<file path="config.mk">
export PLATFORM = sky130hd
export DESIGN_NAME = aes_req_arbiter
export DESIGN_NICKNAME = d
export VERILOG_FILES = /design/src/rtl/aes_req_arbiter.sv
export SDC_FILE = /design/constraint.sdc
export NUM_CORES = 1
export LEC_CHECK = 0
export CORE_AREA = 2 2 608 610
export CTS_CLUSTER_DIAMETER = 40
export CTS_CLUSTER_SIZE = 8
export DETAILED_ROUTE_END_ITERATION = 8
export DIE_AREA = 0 0 610 612
export SKIP_CTS_REPAIR_TIMING = 1
export SYNTH_ARGS = -nofsm -noshare
export SYNTH_HDL_FRONTEND = slang
export SYNTH_SLANG_ARGS = --single-unit
</file>
<file path="constraint.sdc">
create_clock -name AES_clk -period 4.8 [get_ports AES_clk]
set_input_delay 0.48 -clock AES_clk [delete_from_list [all_inputs] [get_ports AES_clk]]
set_output_delay 0.48 -clock AES_clk [all_outputs]
set_load 0.02 [all_outputs]
</file>
<file path="src/rtl/aes_req_arbiter.sv">
// Round-robin arbiter that shares one AES core among NUM_REQ requesters. A
// watchdog aborts hung jobs, resets the core and returns an error response.
//
// state | meaning
// IDLE  | no job; grant the next requester in round-robin order
// BUSY  | core enabled with the captured job, watchdog counting down
// FLUSH | job aborted; core held in reset for RST_CYCLES cycles
// RESP  | response held on the rsp channel until rsp_ready

module aes_req_arbiter #(
    parameter  int NUM_REQ    = 4,
    parameter  int TIMEOUT    = 64,
    parameter  int RST_CYCLES = 2,
    localparam int ID_W       = $clog2(NUM_REQ)
) (
    input  logic                     AES_clk,
    input  logic                     AES_rst,
    input  logic [NUM_REQ-1:0]       req_valid,
    output logic [NUM_REQ-1:0]       req_ready,
    input  logic [NUM_REQ*128-1:0]   req_data,
    input  logic [NUM_REQ*128-1:0]   req_key,
    output logic                     core_rst_n,
    output logic                     core_en,
    output logic [127:0]             core_data_in,
    output logic [127:0]             core_key_in,
    input  logic [127:0]             core_data_out,
    input  logic                     core_data_out_valid,
    output logic                     rsp_valid,
    input  logic                     rsp_ready,
    output logic [ID_W-1:0]          rsp_id,
    output logic [127:0]             rsp_data,
    output logic                     rsp_err,
    output logic                     busy
);

    typedef enum logic [1:0] {IDLE, BUSY, FLUSH, RESP} state_t;

    localparam int CNT_MAX = (TIMEOUT > RST_CYCLES) ? TIMEOUT : RST_CYCLES;
    localparam int CNT_W   = $clog2(CNT_MAX + 1);

    state_t            state_q;
    logic [ID_W-1:0]   rr_ptr_q;
    logic [ID_W-1:0]   rsp_id_q;
    logic [CNT_W-1:0]  cnt_q;
    logic [127:0]      job_data_q;
    logic [127:0]      job_key_q;
    logic [127:0]      rsp_data_q;
    logic              rsp_err_q;
    logic              core_rst_n_q;

    logic              grant_vld_d;
    logic [ID_W-1:0]   grant_idx_d;
    logic [ID_W-1:0]   cand_d;

    // Scan starts at rr_ptr and wraps; the first requester found wins.
    always_comb begin
        grant_vld_d = 1'b0;
        grant_idx_d = '0;
        cand_d      = '0;
        req_ready   = '0;
        if (state_q == IDLE && !AES_rst) begin
            for (int k = 0; k < NUM_REQ; k++) begin
                cand_d = ID_W'((int'(rr_ptr_q) + k) % NUM_REQ);
                if (!grant_vld_d && req_valid[cand_d]) begin
                    grant_vld_d = 1'b1;
                    grant_idx_d = cand_d;
                end
            end
            if (grant_vld_d) begin
                req_ready[grant_idx_d] = 1'b1;
            end
        end
    end

    always_ff @(posedge AES_clk) begin
        if (AES_rst) begin
            state_q      <= IDLE;
            rr_ptr_q     <= '0;
            rsp_id_q     <= '0;
            cnt_q        <= '0;
            job_data_q   <= '0;
            job_key_q    <= '0;
            rsp_data_q   <= '0;
            rsp_err_q    <= 1'b0;
            core_rst_n_q <= 1'b0;
        end else begin
            core_rst_n_q <= 1'b1;
            case (state_q)
                IDLE: begin
                    if (grant_vld_d) begin
                        job_data_q <= req_data[grant_idx_d*128 +: 128];
                        job_key_q  <= req_key[grant_idx_d*128 +: 128];
                        rsp_id_q   <= grant_idx_d;
                        cnt_q      <= CNT_W'(TIMEOUT - 1);
                        state_q    <= BUSY;
                    end
                end
                BUSY: begin
                    // A result arriving on the last allowed cycle still counts.
                    if (core_data_out_valid) begin
                        rsp_data_q <= core_data_out;
                        rsp_err_q  <= 1'b0;
                        state_q    <= RESP;
                    end else if (cnt_q == '0) begin
                        rsp_data_q   <= '0;
                        rsp_err_q    <= 1'b1;
                        cnt_q        <= CNT_W'(RST_CYCLES - 1);
                        core_rst_n_q <= 1'b0;
                        state_q      <= FLUSH;
                    end else begin
                        cnt_q <= cnt_q - 1'b1;
                    end
                end
                FLUSH: begin
                    if (cnt_q == '0) begin
                        state_q <= RESP;
                    end else begin
                        cnt_q        <= cnt_q - 1'b1;
                        core_rst_n_q <= 1'b0;
                    end
                end
                RESP: begin
                    if (rsp_ready) begin
                        rr_ptr_q <= (rsp_id_q == ID_W'(NUM_REQ - 1)) ? '0 : rsp_id_q + 1'b1;
                        state_q  <= IDLE;
                    end
                end
                default: state_q <= IDLE;
            endcase
        end
    end

    assign core_en      = (state_q == BUSY);
    assign core_rst_n   = core_rst_n_q;
    assign core_data_in = job_data_q;
    assign core_key_in  = job_key_q;
    assign rsp_valid    = (state_q == RESP);
    assign rsp_id       = rsp_id_q;
    assign rsp_data     = rsp_data_q;
    assign rsp_err      = rsp_err_q;
    assign busy         = (state_q != IDLE);

endmodule

</file>
# Word-level counts from Yosys, hierarchy flattened
# Cells that the tools add are included.
# Widths: inputs -> output; s select.
[op_classes]
addsub = 5
magnitude_cmp = 6
eq_ne = 10
shifts = 2
mux = 47
n_reduce_logical = 19
[ops]
columns = ["op", "count"]
rows = [
  ["$shiftx 512x10->128", 2],
  ["$mux 128", 2],
  ["$mux 7", 4],
  ["$mux 2", 12],
  ["$pmux 7 s3", 1],
  ["$mux 1", 19],
  ["$lt 2x3->1 const B", 5],
  ["$bmux 1 s2", 4],
  ["$mux 4", 2],
  ["$ne 2x2->1 const B", 4],
  ["$pmux 2 s4", 1],
  ["$reduce_and 4->1", 2],
  ["$logic_not 7->1", 1],
  ["$sub 7x1->7 const B", 1],
  ["$eq 2x2->1 const B", 3],
  ["$reduce_and 2->1", 3],
  ["$logic_and 1x1->1", 5],
  ["$add 2x1->2 const B", 2],
  ["$add 2x2->2 const B", 2],
  ["$logic_not 1->1", 4],
  ["$reduce_bool 2->1", 2],
  ["$ne 3x1->1 const B", 1],
  ["$reduce_bool 3->1", 1],
  ["$demux 1 s2", 1],
  ["other kinds (5)", 5],
]
[word_totals]
ff_bits = 399
input_bits = 1160

# Logic depth before layout (Yosys ltp)
[logic_depth]
word_depth = 22
ltp_mapped = 9
depth_no_buf = 7

# Least setup slack after synthesis
# OpenSTA, ideal clock, no wires.
[synth_path]
path_kind = "input to output"
from = "in req_valid[2]"
to = "out req_ready[0]"
arrival_ns = 1.814
setup_slack_ns = 2.506
stages = 7
path_cell_list = "nor2b_1 > o21a_1 > buf_2 > clkbuf_1 > buf_2 > nor3_1 > nor2_1"
[synth_via]
elab_chain_len = 22
elab_cells_between_ends = 34
[synth_rtl]
columns = ["item", "line_no", "text"]
rows = [
  ["from (decl)", "18", "input logic [NUM_REQ-1:0] req_valid,"],
  ["$bmux 1 s2", "64", "if (!grant_vld_d && req_valid[cand_d]) begin"],
  ["$mux 1 (not written as such)", "64", ""],
  ["$mux 1", "64", ""],
  ["$mux 1", "61", "if (state_q == IDLE && !AES_rst) begin"],
  ["$logic_not 1->1", "64", ""],
  ["$logic_and 1x1->1", "64", ""],
  ["$mux 1", "64", ""],
  ["$mux 1", "61", ""],
  ["(+6 left out)", "--", ""],
  ["$mux 2", "64", ""],
  ["$mux 2", "61", ""],
  ["$lt 2x3->1 (not written as such) or $ge 2x1->1 (tied branches)", "70", "req_ready[grant_idx_d] = 1'b1;"],
  ["$logic_and 1x1->1 (not written as such)", "70", ""],
  ["$mux 1 (not written as such)", "70", ""],
  ["$demux 1 s2", "70", ""],
  ["$mux 4 (*)", "69", "if (grant_vld_d) begin"],
  ["$mux 4 (*)", "61", ""],
  ["to (decl)", "19", "output logic [NUM_REQ-1:0] req_ready,"],
]
# Every way passes the cells marked *; elsewhere a longest branch is shown, timed or not. The select of a mux whose other input is x is not followed.

# Final worst setup path
[layout_path]
from = "reg rr_ptr_q[0]"
to = "out req_ready[0]"
[layout_via]
elab_chain_len = 22
elab_cells_between_ends = 37
[layout_rtl]
columns = ["item", "line_no", "text"]
rows = [
  ["from (decl)", "42", "logic [ID_W-1:0] rr_ptr_q;"],
  ["from (signal assigned)", "124", "rr_ptr_q <= (rsp_id_q == ID_W'(NUM_REQ - 1)) ? '0 : rsp_id_q + 1'b1;"],
  ["$bmux 1 s2", "64", ""],
  ["$mux 1 (not written as such)", "64", ""],
  ["$mux 1", "64", ""],
  ["$mux 1", "61", ""],
  ["$logic_not 1->1", "64", ""],
  ["$logic_and 1x1->1", "64", ""],
  ["$mux 1", "64", ""],
  ["$mux 1", "61", ""],
  ["(+6 left out)", "--", ""],
  ["$mux 2", "64", ""],
  ["$mux 2", "61", ""],
  ["$lt 2x3->1 (not written as such) or $ge 2x1->1 (tied branches)", "70", ""],
  ["$logic_and 1x1->1 (not written as such)", "70", ""],
  ["$mux 1 (not written as such)", "70", ""],
  ["$demux 1 s2", "70", ""],
  ["$mux 4 (*)", "69", ""],
  ["$mux 4 (*)", "61", ""],
]
# Marks and branches as above.

==> impl_metrics.csv <==
group,metric,value,unit
outcome,run_status,"finished, final reports clean",
critical_path,critPathMaxFanout,14,
logic_synthesis,synth_ff_type,"dfxtp_1",
floorplan,die_w,610,um
power_and_ir_drop,irDropWorstVdd,0.2605,mV
logic_synthesis,yosysSeqAreaShare,0.3413,
floorplan,num_rows,223,
critical_path,rr_worst_depth,8,
final_layout,fin_nets,5438,
logic_synthesis,synth-seq-cells,399,
sta,min_period_over_period,0.7744,
place,hpwl,280.3,mm
clock_tree,worstSkewPairLatency,840,ps
logic_synthesis,ys_warn_count,0,
clock_tree,htree_levels,3,
clock_tree,clock_path_buffers,4,
global_route,grt_first_pass_wirelength,383.7,mm
routing,detail_route.iter0.violations,2648,
floorplan,start_util,0.06374,
final_layout,post-route-util,0.1336,
min_path,min_path_cells,3,
floorplan,core-area,367200,um2
logic_synthesis,syn_area_per_cell,8.287,um2
clock_tree,cts.reportedPaths.clkPinSlew,50,ps
critical_path,timing.rr.end,"core_data_in[97]",
global_route,grt_start_max_net_pins,150,
global_route,antenna_found_initial,367,
logic_synthesis,synth_most_common_cell,"nand2_1",
routing,wl_per_cell,34.39,um
clock_tree,numCtsBuffers,120,
routing,first_pass_iters,5,
power_and_ir_drop,pwr_density_cell,467.1,nW/um2
critical_path,cp.arrival,3240,ps
sta,fin_skew,87.98,ps
floorplan,io_pins,1555,
final_layout,seq_area,7988,um2
logic_synthesis,synth_edf_count,0,
final_layout,drive_gt1_frac,0.1059,
final_layout,syn2layout_area_growth,109.6,%
power_and_ir_drop,leakage,17.53,nW
min_path,hold_class,"primary input to flop",
routing,drc,0,
final_layout,fillers,42021,
critical_path,reg2reg_from,"state_q[0]",
global_route,grt_pass1_vias,29524,
logic_synthesis,synth.net_count,3992,
sta,rsz0062_at_grt,"no",
floorplan,die-area,373300,um2
logic_synthesis,synth_cells,2824,
flow_run,cap_violations,0,
logic_synthesis,synth_common_cells,"452 x nand2_1, 399 x dfxtp_1, 257 x mux2i_1",
logic_synthesis,synth_top_area_frac,0.3413,
place,place.gp.congestion,0.9936,
sta,worst_pin_slew,1336,ps
sta,slew_viol_final,0,
logic_synthesis,syn_area,23400,um2
final_layout,design_area,49060,um2
critical_path,rrSetupSlack,1550,ps
clock_tree,cts.sinks,399,
routing,viasPerCell,3.414,
critical_path,crit_type,"flop to output port",
place,dpl_cell_area,44650,um2
sta,period_needed,3717,ps
sta,relSlewSlack,0.1095,
logic_synthesis,synthTopCellsByArea,"dfxtp_1 34%, mux2i_1 11%, o31a_1 8.3%, o211ai_2 7.5%, nand2_1 7.2%",
sta,fin_ws,1083,ps
critical_path,required,4320,ps
logic_synthesis,synthArstFlopShare,0,
place,io_buffers,1554,
sta,setup_viol,0,
routing,postRouteAntennaNets,0,
logic_synthesis,synth_area_leader_cell,"dfxtp_1",
final_layout,final_cells,9305,
floorplan,fp.dieH,612,um
sta,finalHoldViolations,0,
place,placedCellCount,8984,
min_path,hp-start,"core_data_out[41]",
clock_tree,cts-root-buf,"clkbuf_16",
final_layout,multiInputGateArea,14000,um2
place,dp_slack,943.2,ps
logic_synthesis,synth.distinct_cells,47,
critical_path,worst_setup_path_start_kind,"flop",
clock_tree,cts_tree,"built",
min_path,holdPathEnd,"rsp_data[41]",
global_route,grt_overflow_total,0,
global_route,globalRouteTotalUtil,0.1635,
critical_path,cp-end-kind,"output port",
routing,routed_wl,320.0,mm
routing,num_vias,31764,
sta,setup_tns,0,ps
sta,max_freq,269.0,MHz
-- where the power goes --
group | internal, mW | switching, mW | total (mW)
logic | 3.79 | 5.71 | 9.51
registers | 4.32 | 0.758 | 5.07
clock network | 5.69 | 2.65 | 8.34
-- cells by family after synthesis --
kind of cell / share of synthesized area
AND/OR/NAND/NOR: 0.1653
buffers and inverters: 0.06597
adder cells (fa/ha/maj): 0.004277
flip-flops: 0.3413
AO/OA/AOI/OAI: 0.3132
multiplexers: 0.1099
-- state kept, by name, indices dropped and copies added (netlist names) --
register,flops
cnt_q,7
core_key_in,128
core_rst_n,1
state_q,2
core_data_in,128
rsp_data,128
rsp_err,1
rsp_id,2
rr_ptr_q,2
-- how the worst max path moves through the flow --
stage	start	endpoint	slack, ps
6_report	rr_ptr_q[0]	req_ready[0]	1080
5_1_grt	rr_ptr_q[0]	req_ready[0]	1000
4_1_cts	rr_ptr_q[0]	req_ready[0]	1040
3_5_place_dp	req_valid[0]	core_key_in[109]	940
3_3_place_gp	req_valid[0]	core_key_in[108]	900
2_1_floorplan	req_valid[2]	req_ready[0]	2510
-- through the flow --
stage                     hold slack (ps)  power [mW]
final                               246.5       22.92
after global routing                214.0       23.80
after CTS                          -174.1       23.29
after detailed placement            460.2       14.77
after global placement              454.8       14.75
after floorplan                     461.1       8.866
-- layer usage --
layer  global-route usage  wire (um)  vias to the layer above
met2               0.2602     143500                     1963
met3              0.09438      41410                      795
met5                    0       1113                        -
li1                     -          -                    13571
met1               0.1828     122600                    15261
met4              0.05030      11380                      174
-- cells in the final DEF (no fill, tap or decap), types with 37 or more instances in the layout --
cell / n
nand2_1: 451
clkdlybuf4s50_1: 1553
dfxtp_1: 399
and4_1: 37
a211oi_1: 75
clkbuf_16: 120
o31a_1: 221
diode_2: 105
a22oi_1: 128
nor2_1: 138
o21ai_1: 217
mux2i_1: 257
o211ai_1: 79
a21oi_1: 48
nor3_1: 227
o211ai_2: 140
buf_4: 72
-- critical path: stages, from the launching register on --
cell and delay, ps:
dfxtp_1 360, nor2b_1 360, o21a_4 480, nor3_1 190, nor2_1 320, clkdlybuf4s50_1 700
-- final cells by class --
class,instances,area share
antenna,105,0.005355
clock buffer,154,0.06809
clock inverter,61,0.01622
inverter,10,0.0007651
multi-input combinational,2088,0.2853
sequential,399,0.1628
tap,4837,0.1234
timing repair buffer,1651,0.3381
Note: power is estimated with default switching activity, not from simulation.
